### src/rtl/issue_scheduler_pkg.sv
// Shared definitions for the issue scheduler: unit codes, FSM states and the
// destination write-set predicates also used by decode and the unit wrappers.
package issue_scheduler_pkg;

    localparam int NUM_UNITS = 8;
    localparam int WB_PORTS  = 2;
    localparam int NUM_REGS  = 64;
    localparam int RN_W      = 6;
    localparam int CNT_W     = 4;

    localparam logic [CNT_W-1:0] MAX_OUT = 4'd15;

    localparam logic [2:0] UNIT_MULDIV = 3'd2;
    localparam logic [2:0] UNIT_STORE  = 3'd6;
    localparam logic [2:0] UNIT_BRANCH = 3'd7;

    localparam logic TYPE_R = 1'b0;
    localparam logic TYPE_I = 1'b1;

    typedef enum logic [1:0] {
        ST_RUN   = 2'd0,
        ST_FLUSH = 2'd1,
        ST_DRAIN = 2'd2
    } sched_state_e;

    // Stores and BEQ/BEQAL (op[1]==0) have no primary destination.
    function automatic logic writes_rd(input logic ty, input logic [2:0] unit,
                                       input logic [1:0] op, input logic [RN_W-1:0] rd);
        logic is_store;
        logic is_beq;
        is_store  = (ty == TYPE_I) && (unit == UNIT_STORE);
        is_beq    = (ty == TYPE_I) && (unit == UNIT_BRANCH) && !op[1];
        writes_rd = (rd != '0) && !is_store && !is_beq;
    endfunction

    // Only the R-type mul/div unit produces a second result.
    function automatic logic writes_rd2(input logic ty, input logic [2:0] unit,
                                        input logic [RN_W-1:0] rd2);
        writes_rd2 = (ty == TYPE_R) && (unit == UNIT_MULDIV) && (rd2 != '0);
    endfunction

endpackage

### src/rtl/issue_scheduler_scoreboard.sv
// 64-entry busy scoreboard: one two-register set port, WB_N clear ports and a
// four-read hazard lookup. r0 is never marked busy.
module issue_scheduler_scoreboard
    import issue_scheduler_pkg::*;
#(
    parameter int WB_N = WB_PORTS
) (
    input  logic                   clk,
    input  logic                   rst,
    input  logic                   set_rd_i,
    input  logic [RN_W-1:0]        set_rd_rn_i,
    input  logic                   set_rd2_i,
    input  logic [RN_W-1:0]        set_rd2_rn_i,
    input  logic [WB_N-1:0]        clr_valid_i,
    input  logic [RN_W*WB_N-1:0]   clr_rn_i,
    input  logic [3:0]             look_en_i,
    input  logic [4*RN_W-1:0]      look_rn_i,
    output logic                   hazard_o,
    output logic [NUM_REGS-1:0]    busy_o
);

    logic [NUM_REGS-1:0] busy_q;
    logic [NUM_REGS-1:0] busy_d;
    logic [NUM_REGS-1:0] set_mask;
    logic [NUM_REGS-1:0] clr_mask;
    logic [RN_W-1:0]     look_rn;

    always_comb begin
        set_mask = '0;
        if (set_rd_i) set_mask[set_rd_rn_i] = 1'b1;
        if (set_rd2_i) set_mask[set_rd2_rn_i] = 1'b1;
        set_mask[0] = 1'b0;

        clr_mask = '0;
        for (int i = 0; i < WB_N; i++) begin
            if (clr_valid_i[i]) clr_mask[clr_rn_i[i*RN_W +: RN_W]] = 1'b1;
        end

        // A new write to a register retiring this cycle must stay pending.
        busy_d = (busy_q & ~clr_mask) | set_mask;
    end

    always_ff @(posedge clk) begin
        if (rst) busy_q <= '0;
        else     busy_q <= busy_d;
    end

    always_comb begin
        hazard_o = 1'b0;
        look_rn  = '0;
        for (int i = 0; i < 4; i++) begin
            look_rn = look_rn_i[i*RN_W +: RN_W];
            if (look_en_i[i] && (look_rn != '0) && busy_q[look_rn]) hazard_o = 1'b1;
        end
    end

    assign busy_o = busy_q;

endmodule

### src/rtl/issue_scheduler.sv
// Issue controller between decode and the execution units: hazard hold,
// one-hot issue, in-flight counting and branch-redirect flush sequencing.
//
//  state | meaning
//  RUN   | normal issue; flush_req moves to FLUSH and blocks issue this cycle
//  FLUSH | cancel decode for one cycle, scoreboard kept for in-flight ops
//  DRAIN | no issue until every in-flight op has written back
module issue_scheduler
    import issue_scheduler_pkg::*;
(
    input  logic                     clk,
    input  logic                     rst,
    input  logic                     dec_valid,
    input  logic                     dec_type,
    input  logic [2:0]               dec_unit,
    input  logic [1:0]               dec_op,
    input  logic [RN_W-1:0]          dec_r1_rn,
    input  logic [RN_W-1:0]          dec_r2_rn,
    input  logic [RN_W-1:0]          dec_rd_rn,
    input  logic [RN_W-1:0]          dec_rd2_rn,
    input  logic [NUM_UNITS-1:0]     unit_ready,
    input  logic [WB_PORTS-1:0]      wb_valid,
    input  logic [RN_W*WB_PORTS-1:0] wb_rn,
    input  logic                     flush_req,
    output logic                     stall,
    output logic                     cancel,
    output logic                     issue_valid,
    output logic [NUM_UNITS-1:0]     issue_unit,
    output logic [NUM_REGS-1:0]      busy_map
);

    sched_state_e     state_q;
    sched_state_e     state_d;
    logic [CNT_W-1:0] count_q;
    logic [CNT_W-1:0] count_d;
    logic [CNT_W:0]   wb_cnt;
    logic             wr_rd;
    logic             wr_rd2;
    logic             hazard;
    logic             issue;
    logic [3:0]       look_en;

    assign wr_rd   = writes_rd(dec_type, dec_unit, dec_op, dec_rd_rn);
    assign wr_rd2  = writes_rd2(dec_type, dec_unit, dec_rd2_rn);
    assign look_en = {wr_rd2, wr_rd, dec_r2_rn != '0, dec_r1_rn != '0};

    issue_scheduler_scoreboard #(
        .WB_N (WB_PORTS)
    ) u_scoreboard (
        .clk          (clk),
        .rst          (rst),
        .set_rd_i     (issue & wr_rd),
        .set_rd_rn_i  (dec_rd_rn),
        .set_rd2_i    (issue & wr_rd2),
        .set_rd2_rn_i (dec_rd2_rn),
        .clr_valid_i  (wb_valid),
        .clr_rn_i     (wb_rn),
        .look_en_i    (look_en),
        .look_rn_i    ({dec_rd2_rn, dec_rd_rn, dec_r2_rn, dec_r1_rn}),
        .hazard_o     (hazard),
        .busy_o       (busy_map)
    );

    // flush_req gates issue directly so nothing slips out on the redirect cycle.
    assign issue = dec_valid & ~hazard & unit_ready[dec_unit] & (count_q < MAX_OUT)
                 & (state_q == ST_RUN) & ~flush_req;

    assign issue_valid = issue;
    assign issue_unit  = issue ? (NUM_UNITS'(1) << dec_unit) : '0;
    assign stall       = dec_valid & ~issue;

    always_comb begin
        wb_cnt = '0;
        for (int i = 0; i < WB_PORTS; i++) begin
            wb_cnt = wb_cnt + {{CNT_W{1'b0}}, wb_valid[i]};
        end
        count_d = CNT_W'({1'b0, count_q} + {{CNT_W{1'b0}}, issue} - wb_cnt);
    end

    always_comb begin
        state_d = state_q;
        cancel  = 1'b0;
        case (state_q)
            ST_RUN: begin
                if (flush_req) state_d = ST_FLUSH;
            end
            ST_FLUSH: begin
                cancel  = 1'b1;
                state_d = ST_DRAIN;
            end
            ST_DRAIN: begin
                // A repeated redirect restarts the wait without another cancel.
                if (!flush_req && (count_q == '0)) state_d = ST_RUN;
            end
            default: state_d = ST_RUN;
        endcase
    end

    always_ff @(posedge clk) begin
        if (rst) begin
            state_q <= ST_RUN;
            count_q <= '0;
        end else begin
            state_q <= state_d;
            count_q <= count_d;
        end
    end

    count_underflow: assert property (@(posedge clk) disable iff (rst)
        (({1'b0, count_q} + {{CNT_W{1'b0}}, issue}) >= wb_cnt));

endmodule

### config.mk
export PLATFORM = sky130hd
export DESIGN_NAME = issue_scheduler
export DESIGN_NICKNAME = d
export VERILOG_FILES = /design/src/rtl/issue_scheduler_pkg.sv /design/src/rtl/issue_scheduler_scoreboard.sv /design/src/rtl/issue_scheduler.sv
export SDC_FILE = /design/constraint.sdc
export NUM_CORES = 1
export LEC_CHECK = 0
export CAP_MARGIN = 25
export CORE_MARGIN = 1
export CORE_UTILIZATION = 35
export DETAILED_ROUTE_END_ITERATION = 8
export GPL_TIMING_DRIVEN = 0
export PLACE_DENSITY = 0.59
export RECOVER_POWER = 25
export SLEW_MARGIN = 20
export SYNTH_ARGS = -nofsm -noshare
export SYNTH_HDL_FRONTEND = slang
export SYNTH_SLANG_ARGS = --single-unit
### constraint.sdc
create_clock -name clk -period 6.8 [get_ports clk]
set_clock_uncertainty 0.15 [all_clocks]
set_input_delay 1.36 -clock clk [delete_from_list [all_inputs] [get_ports clk]]
set_output_delay 1.36 -clock clk [all_outputs]
set_load 0.03 [all_outputs]
==> flow_summary.yaml, run 1 <==
power:
  worst_ir_drop_vdd_v: 0.000128
  netSwitchingPower_uw: 394
  reg_power_share_pct: 35.2
  clock_power_share_pct: 41.5
  power.density_mw_per_mm2: 142
  static-leakage-power_uw: 0.00285
  switching_power_share_of_the_total_pct: 32.4
  intPower_uw: 819
  combPwrFrac_pct: 23.3
timing:
  final.period_utilization_pct: 98.2
  fmax_mhz: 150
  max_slew.worst_pin.slew_ns: 1.12
  rsz0062_at_grt: "no"
  max-slew-margin-rel_pct: 24.8
  finalHoldViolCount: 0
  maxSlewViolCount: 0
  finalWorstPathRequiredPeriod_ns: 6.67
  fin_setup_tns_ns: 0
  setup_viol: 0
cells_and_area:
  final_cells: 1222
  layout.cell_area.non_filler_mm2: 0.00856
  area_growth_syn_to_fin_pct: 26.5
  n_antenna_cell: 0
  drive_gt1_share_pct: 11.2
  nNetsFinal: 1020
global_routing:
  grt_max_degree: 13
  antenna_found_initial: 0
  grt.overflow.total: 0
  grt_pass1_wl_um: 52000
  first_global_vias: 7920
  track_usage_pct: 36.0
placed_design:
  port-buffer-count: 110
  dpl-instance-area_mm2: 0.00821
  gp_congestion: 1.01
  place_inst: 1202
  detailedPlacementHpwl_um: 27000
critical_path:
  timing.critical_path.depth: 13
  worst_path_dominant_cell_family: "buffers and inverters"
  start_kind: "primary input"
  crit_path_top_delay_cell: "clkdlybuf4s50_1"
  worst_r2r_endpoint: "count_q[3]$_SDFF_PP0_"
  setup.worst_path.class: "in -> out"
  critical_path.max_fanout: 10
  setup.reg_to_reg.worst_slack_ns: 1.94
  timing.critical_path.from: "dec_rd_rn[1]"
  crit_required_ns: 5.29
  critical-path-max-stage-delay_ns: 0.56
  worstPathBufferInverterCount: 6
  worst_r2r_path_depth: 13
  crit-reg2reg-launch: "state_q[0]$_SDFFE_PP0P_"
  setup.worst_path.end: "stall"
  cp-end-kind: "output port"
  path_cells: "clkdlybuf4s50_1, buf_2, nor2b_1, and2_2, a222oi_1, o2bb2ai_1, or4_1, buf_6, a211oi_4, buf_4, buf_2, nor2b_1, dlygate4sd2_1"
  data_arrival_time_of_the_critical_path_ns: 5.16
drt:
  firstDrtPassIters: 6
  first_iter_violations: 1173
  drt.antenna.violating_nets: 0
  vias: 8463
  finalWirelength_um: 36200
  drc: 0
  routed_via_density: 6.93
  routedWlPerCell_um: 29.6
floorplan:
  die_h_um: 141
  fp.dieW_um: 141
  io_pins: 131
  initial_standard_cell_utilization_of_the_core_pct: 35.9
  dieArea_mm2: 0.0199
  placementRows: 50
  area_of_the_core_region_mm2: 0.0188
run_status:
  status: "completed"
clock_network:
  clk-insertion-delay-late_ns: 0.35
  clock_sink_count: 70
  clock_tree_root: "clkbuf_16"
  holdBufCountCts: 0
  clkSlewWorstSetupHoldPaths_ns: 0.06
  ctsHtreeMaxLevel: 3
  clock_path_buffers: 2
  cts-buffers-inserted: 9
  tritoncts: "done"
logic_synthesis:
  synth.top_cell.area_share_pct: 20.7
  post-synth-top-area-cell: "dfxtp_1"
  yosysMostFrequentCell: "a21oi_1"
  synth.area.top_cells: "dfxtp_1 21%, mux4_2 11%, a21oi_1 6.3%, mux2i_1 4.1%, nand2_1 3.9%"
  share_of_the_yosys_chip_area_belonging_to_registers_pct: 20.7
  asr_flop_ratio_synth_pct: 0
  synth-edff-count: 0
  syn_inst: 832
  netlist_area_mm2: 0.00676
  synthDistinctLibCells: 72
  synth_seq_cells: 70
  netlist_top_cells_count: "85 x a21oi_1, 71 x nand2_1, 70 x dfxtp_1"
  synthesis.yosys.warnings: 0
  ys_dominant_reg_cell: "dfxtp_1"
  synth.net_count: 895
  synthesis.area_per_instance_um2: 8.13
run:
  max_cap_viol_count: 0
hold_path:
  holdCritPathClass: "reg -> reg"
## worst register-to-register path, cell delays in order (launching register included)
cell	delay (ns)
dfxtp_1	0.32
or4b_1	0.51
a31oi_1	0.20
o2111ai_1	0.34
a2111oi_1	0.70
nand4b_4	0.35
a211oi_4	0.38
buf_4	0.29
fa_1	0.46
ha_1	0.21
ha_1	0.20
fa_1	0.38
xor2_1	0.16
nor2_1	0.05
## cell usage in the layout, fill, tap and decap left out, types with 26 or more instances in the layout
cell             instances
a21oi_1                 85
nor2_1                  46
mux4_2                  33
dlygate4sd3_1           34
o221ai_1                26
dfxtp_1                 70
mux2i_1                 28
clkbuf_1                44
o21ai_0                 38
nand3_1                 33
nand2_1                 71
clkdlybuf4s50_1         65
o2111ai_1               29
## sequential cells by signal (all words and copies together) (netlist names)
register,cells
u_scoreboard.busy_o,64
state_q,2
count_q,4
## through the flow
step	power, µW	hold slack (ns)	setup WS (ns)	util, %
global placement	704	0.302	-0.564	43.5
global route	1250	0.353	0.0134	45.4
CTS	1200	0.315	0.0650	45.4
finish	1210	0.316	0.125	45.4
floorplan	601	0.280	0.723	-
detailed placement	707	0.304	-0.514	43.6
## per-layer routing
metal  track usage (%)  routed length, µm
met4              21.7               2240
met5                 0                  0
met2              55.3              15500
met1              45.5              13800
met3              8.87               4610
## power groups by stage
stage,registers (µW),logic [µW],clock network [µW]
2_1_floorplan,434,167,0
3_3_place_gp,436,268,0
4_1_cts,427,274,500
3_5_place_dp,436,271,0
5_1_grt,428,299,519
6_report,427,282,504
## worst min-delay path by stage
stage	start	end	slack (ns)	cells after the start
floorplan	state_q[0]$_SDFFE_PP0P_	state_q[0]$_SDFFE_PP0P_	0.28	1
global placement	state_q[0]$_SDFFE_PP0P_	state_q[0]$_SDFFE_PP0P_	0.30	1
CTS	state_q[0]$_SDFFE_PP0P_	state_q[0]$_SDFFE_PP0P_	0.32	1
finish	state_q[0]$_SDFFE_PP0P_	state_q[0]$_SDFFE_PP0P_	0.32	1
global route	state_q[1]$_SDFFE_PP0P_	state_q[0]$_SDFFE_PP0P_	0.35	1
detailed placement	state_q[0]$_SDFFE_PP0P_	state_q[0]$_SDFFE_PP0P_	0.30	1
## cell families after synthesis
family                   Yosys count  synth area share, %
AO/OA/AOI/OAI                    288                 30.4
adder cells (fa/ha/maj)            7                 1.52
XOR/XNOR                           1                0.130
flip-flops                        70                 20.7
multiplexers                      74                 17.4
AND/OR/NAND/NOR                  300                 24.2
buffers and inverters             92                 5.73
## timing repair
action                                  in CTS  in global routing
buffers inserted                             3                  0
pin swaps                                    2                  0
gates resized for setup                     15                  5
endpoints found under the setup margin      10                  4
cloned                                       0                  0
## area by class of cell
type | count | area, µm²
Fill cell | 1893 | 10300
Multi-Input combinational cell | 670 | 5010
Sequential cell | 70 | 1400
Timing Repair Buffer | 114 | 1110
Buffer | 75 | 328
Tap cell | 260 | 325
Clock buffer | 11 | 253
Inverter | 17 | 63.8
Clock inverter | 5 | 57.6
Note: power is estimated with default switching activity, not from simulation.
==> run 2: changes to the inputs <==
==> constraint.sdc (replaced) <==
create_clock -name clk -period 6.8 [get_ports clk]
set_clock_uncertainty 0.15 [all_clocks]
set_input_delay 1.02 -clock clk [delete_from_list [all_inputs] [get_ports clk]]
set_output_delay 1.02 -clock clk [all_outputs]
set_load 0.03 [all_outputs]
==> flow_summary.yaml, run 2 (same netlist as run 1, synthesis figures left out) <==
run_status:
  status: "completed"
cells_and_area:
  area_growth_syn_to_fin_pct: 26.1
  largest_reg_flops: 64
  nNetsFinal: 1017
  mostFrequentLayoutCell: "a21oi_1"
  n_antenna_cell: 0
  mostFrequentLayoutCells: "85 x a21oi_1, 76 x clkdlybuf4s50_1, 71 x nand2_1, 70 x dfxtp_1, 46 x nor2_1"
  drive_gt1_share_pct: 10.5
  layout.cell_area.non_filler_mm2: 0.00853
power:
  power.density_mw_per_mm2: 142
  static-leakage-power_uw: 0.00276
  worst_ir_drop_vdd_v: 0.000127
hold_path:
  hold_start: "state_q[0]$_SDFFE_PP0P_"
  whs_endpoint: "state_q[0]$_SDFFE_PP0P_"
  holdCritPathClass: "reg -> reg"
  worst_hold_path.num_cells: 1
timing:
  max-slew-margin-rel_pct: 24.1
  max_slew.worst_pin.slew_ns: 1.13
  finalWorstPathRequiredPeriod_ns: 6.61
  finalHoldViolCount: 0
  maxSlewViolCount: 0
  fmax_mhz: 151
  worst_slack_ns: 0.195
  rsz0062_at_grt: "no"
  setup_viol: 0
  fin_setup_tns_ns: 0
  final.period_utilization_pct: 97.1
  fin_worst_hold_slack_ns: 0.314
critical_path:
  critical-path-max-stage-delay_ns: 0.84
  setup.worst_path.class: "in -> out"
  crit_path_top_delay_cell: "nor2b_1"
  setup.reg_to_reg.worst_slack_ns: 1.57
  worst_r2r_path_depth: 13
  data_arrival_time_of_the_critical_path_ns: 5.44
  worstPathBufferInverterCount: 4
  path_cells: "clkdlybuf4s50_1, buf_2, nor2b_1, a2bb2oi_1, nand3_1, a21oi_1, o41a_1, a211oi_4, buf_2, clkdlybuf4s50_1"
  worst_path_dominant_cell_family: "buffers and inverters"
  critical_path.max_fanout: 11
  worst_r2r_endpoint: "count_q[3]$_SDFF_PP0_"
  crit-reg2reg-launch: "state_q[0]$_SDFFE_PP0P_"
  start_kind: "primary input"
  cp-end-kind: "output port"
  crit_required_ns: 5.63
global_routing:
  antenna_found_initial: 0
  grt.overflow.total: 0
  grt_max_degree: 13
  grt_pass1_wl_um: 52000
  track_usage_pct: 35.9
  first_global_vias: 7859
floorplan:
  dieArea_mm2: 0.0199
  initial_standard_cell_utilization_of_the_core_pct: 35.9
  io_pins: 131
  area_of_the_core_region_mm2: 0.0188
  fp.dieW_um: 141
  die_h_um: 141
  placementRows: 50
clock_network:
  clock_sink_count: 70
  clk-insertion-delay-late_ns: 0.35
  ctsHtreeMaxLevel: 3
  clock_tree_root: "clkbuf_16"
  cts-buffers-inserted: 9
  clock_path_buffers: 2
  clkSlewWorstSetupHoldPaths_ns: 0.06
  tritoncts: "done"
drt:
  drt.antenna.violating_nets: 0
  drc: 0
  firstDrtPassIters: 6
  routed_via_density: 6.96
  routedWlPerCell_um: 29.6
  vias: 8488
  finalWirelength_um: 36100
  first_iter_violations: 1129
placed_design:
  detailedPlace.worstSlack_ns: 0.166
  gp_congestion: 1.01
  detailedPlacementHpwl_um: 27000
  port-buffer-count: 110
  dpl-instance-area_mm2: 0.00821
run:
  max_cap_viol_count: 0
-- run 2: cell types whose count changed in the layout (fill, tap and decap cells not counted), sizes merged --
cell / change
dlygate4sd2: -9
clkdlybuf4s50: +11
buf: -4
dlymetal6s2s: -1
-- run 2: cell type report --
type	instances	area, µm²
fill	1882	10300
clock inverter	5	57.6
multi-input combinational	670	4990
tap	260	325
buffer	75	325
clock buffer	11	253
timing repair buffer	111	1110
sequential	70	1400
inverter	17	63.8
-- run 2: layer usage --
metal | vias to the layer above | wire [µm] | track usage, %
met5 | - | 0 | 0
met1 | 4022 | 13600 | 45.7
li1 | 3564 | - | -
met4 | 0 | 2350 | 21.5
met3 | 178 | 4680 | 8.73
met2 | 724 | 15400 | 55.2
-- run 2: repair_timing --
action | 4_1_cts | 5_1_grt
hold buffers | 0 | 0
setup endpoints to repair | 0 | 4
gates resized for setup | 0 | 1
buffers inserted | 0 | 0
-- run 2: where the power goes --
part	switching (µW)	internal [µW]	leakage, µW
logic	185	95.7	0.00206
registers	7.29	420	0.000565
clock network	198	303	0.000144
-- run 2: how the worst max path moves through the flow --
stage | from | to | slack (ns) | cells after the start
after floorplan | dec_r1_rn[1] | issue_unit[1] | 1.40 | 10
after global placement | dec_rd2_rn[1] | issue_valid | 0.12 | 11
after detailed placement | dec_rd2_rn[1] | issue_valid | 0.17 | 11
after CTS | dec_rd2_rn[1] | issue_valid | 0.14 | 11
after global routing | dec_r1_rn[2] | issue_unit[5] | 0.05 | 11
final | dec_rd2_rn[1] | issue_valid | 0.19 | 10
-- run 2: worst register-to-register path: cells and delay by family (launching register included) --
family | cells | cell delay [ns]
AO/OA/AOI/OAI | 4 | 1.72
XOR/XNOR | 1 | 0.16
adder cells (fa/ha/maj) | 4 | 1.29
buffers and inverters | 1 | 0.43
flip-flops | 1 | 0.32
AND/OR/NAND/NOR | 3 | 1.02
-- run 2: per-stage QoR --
step	total power (µW)	utilization, %	std cells
global route	1250	45.3	1219
finish	1210	45.3	1219
CTS	1200	45.2	1218
global placement	704	43.5	1202
floorplan	601	-	832
detailed placement	707	43.6	1202
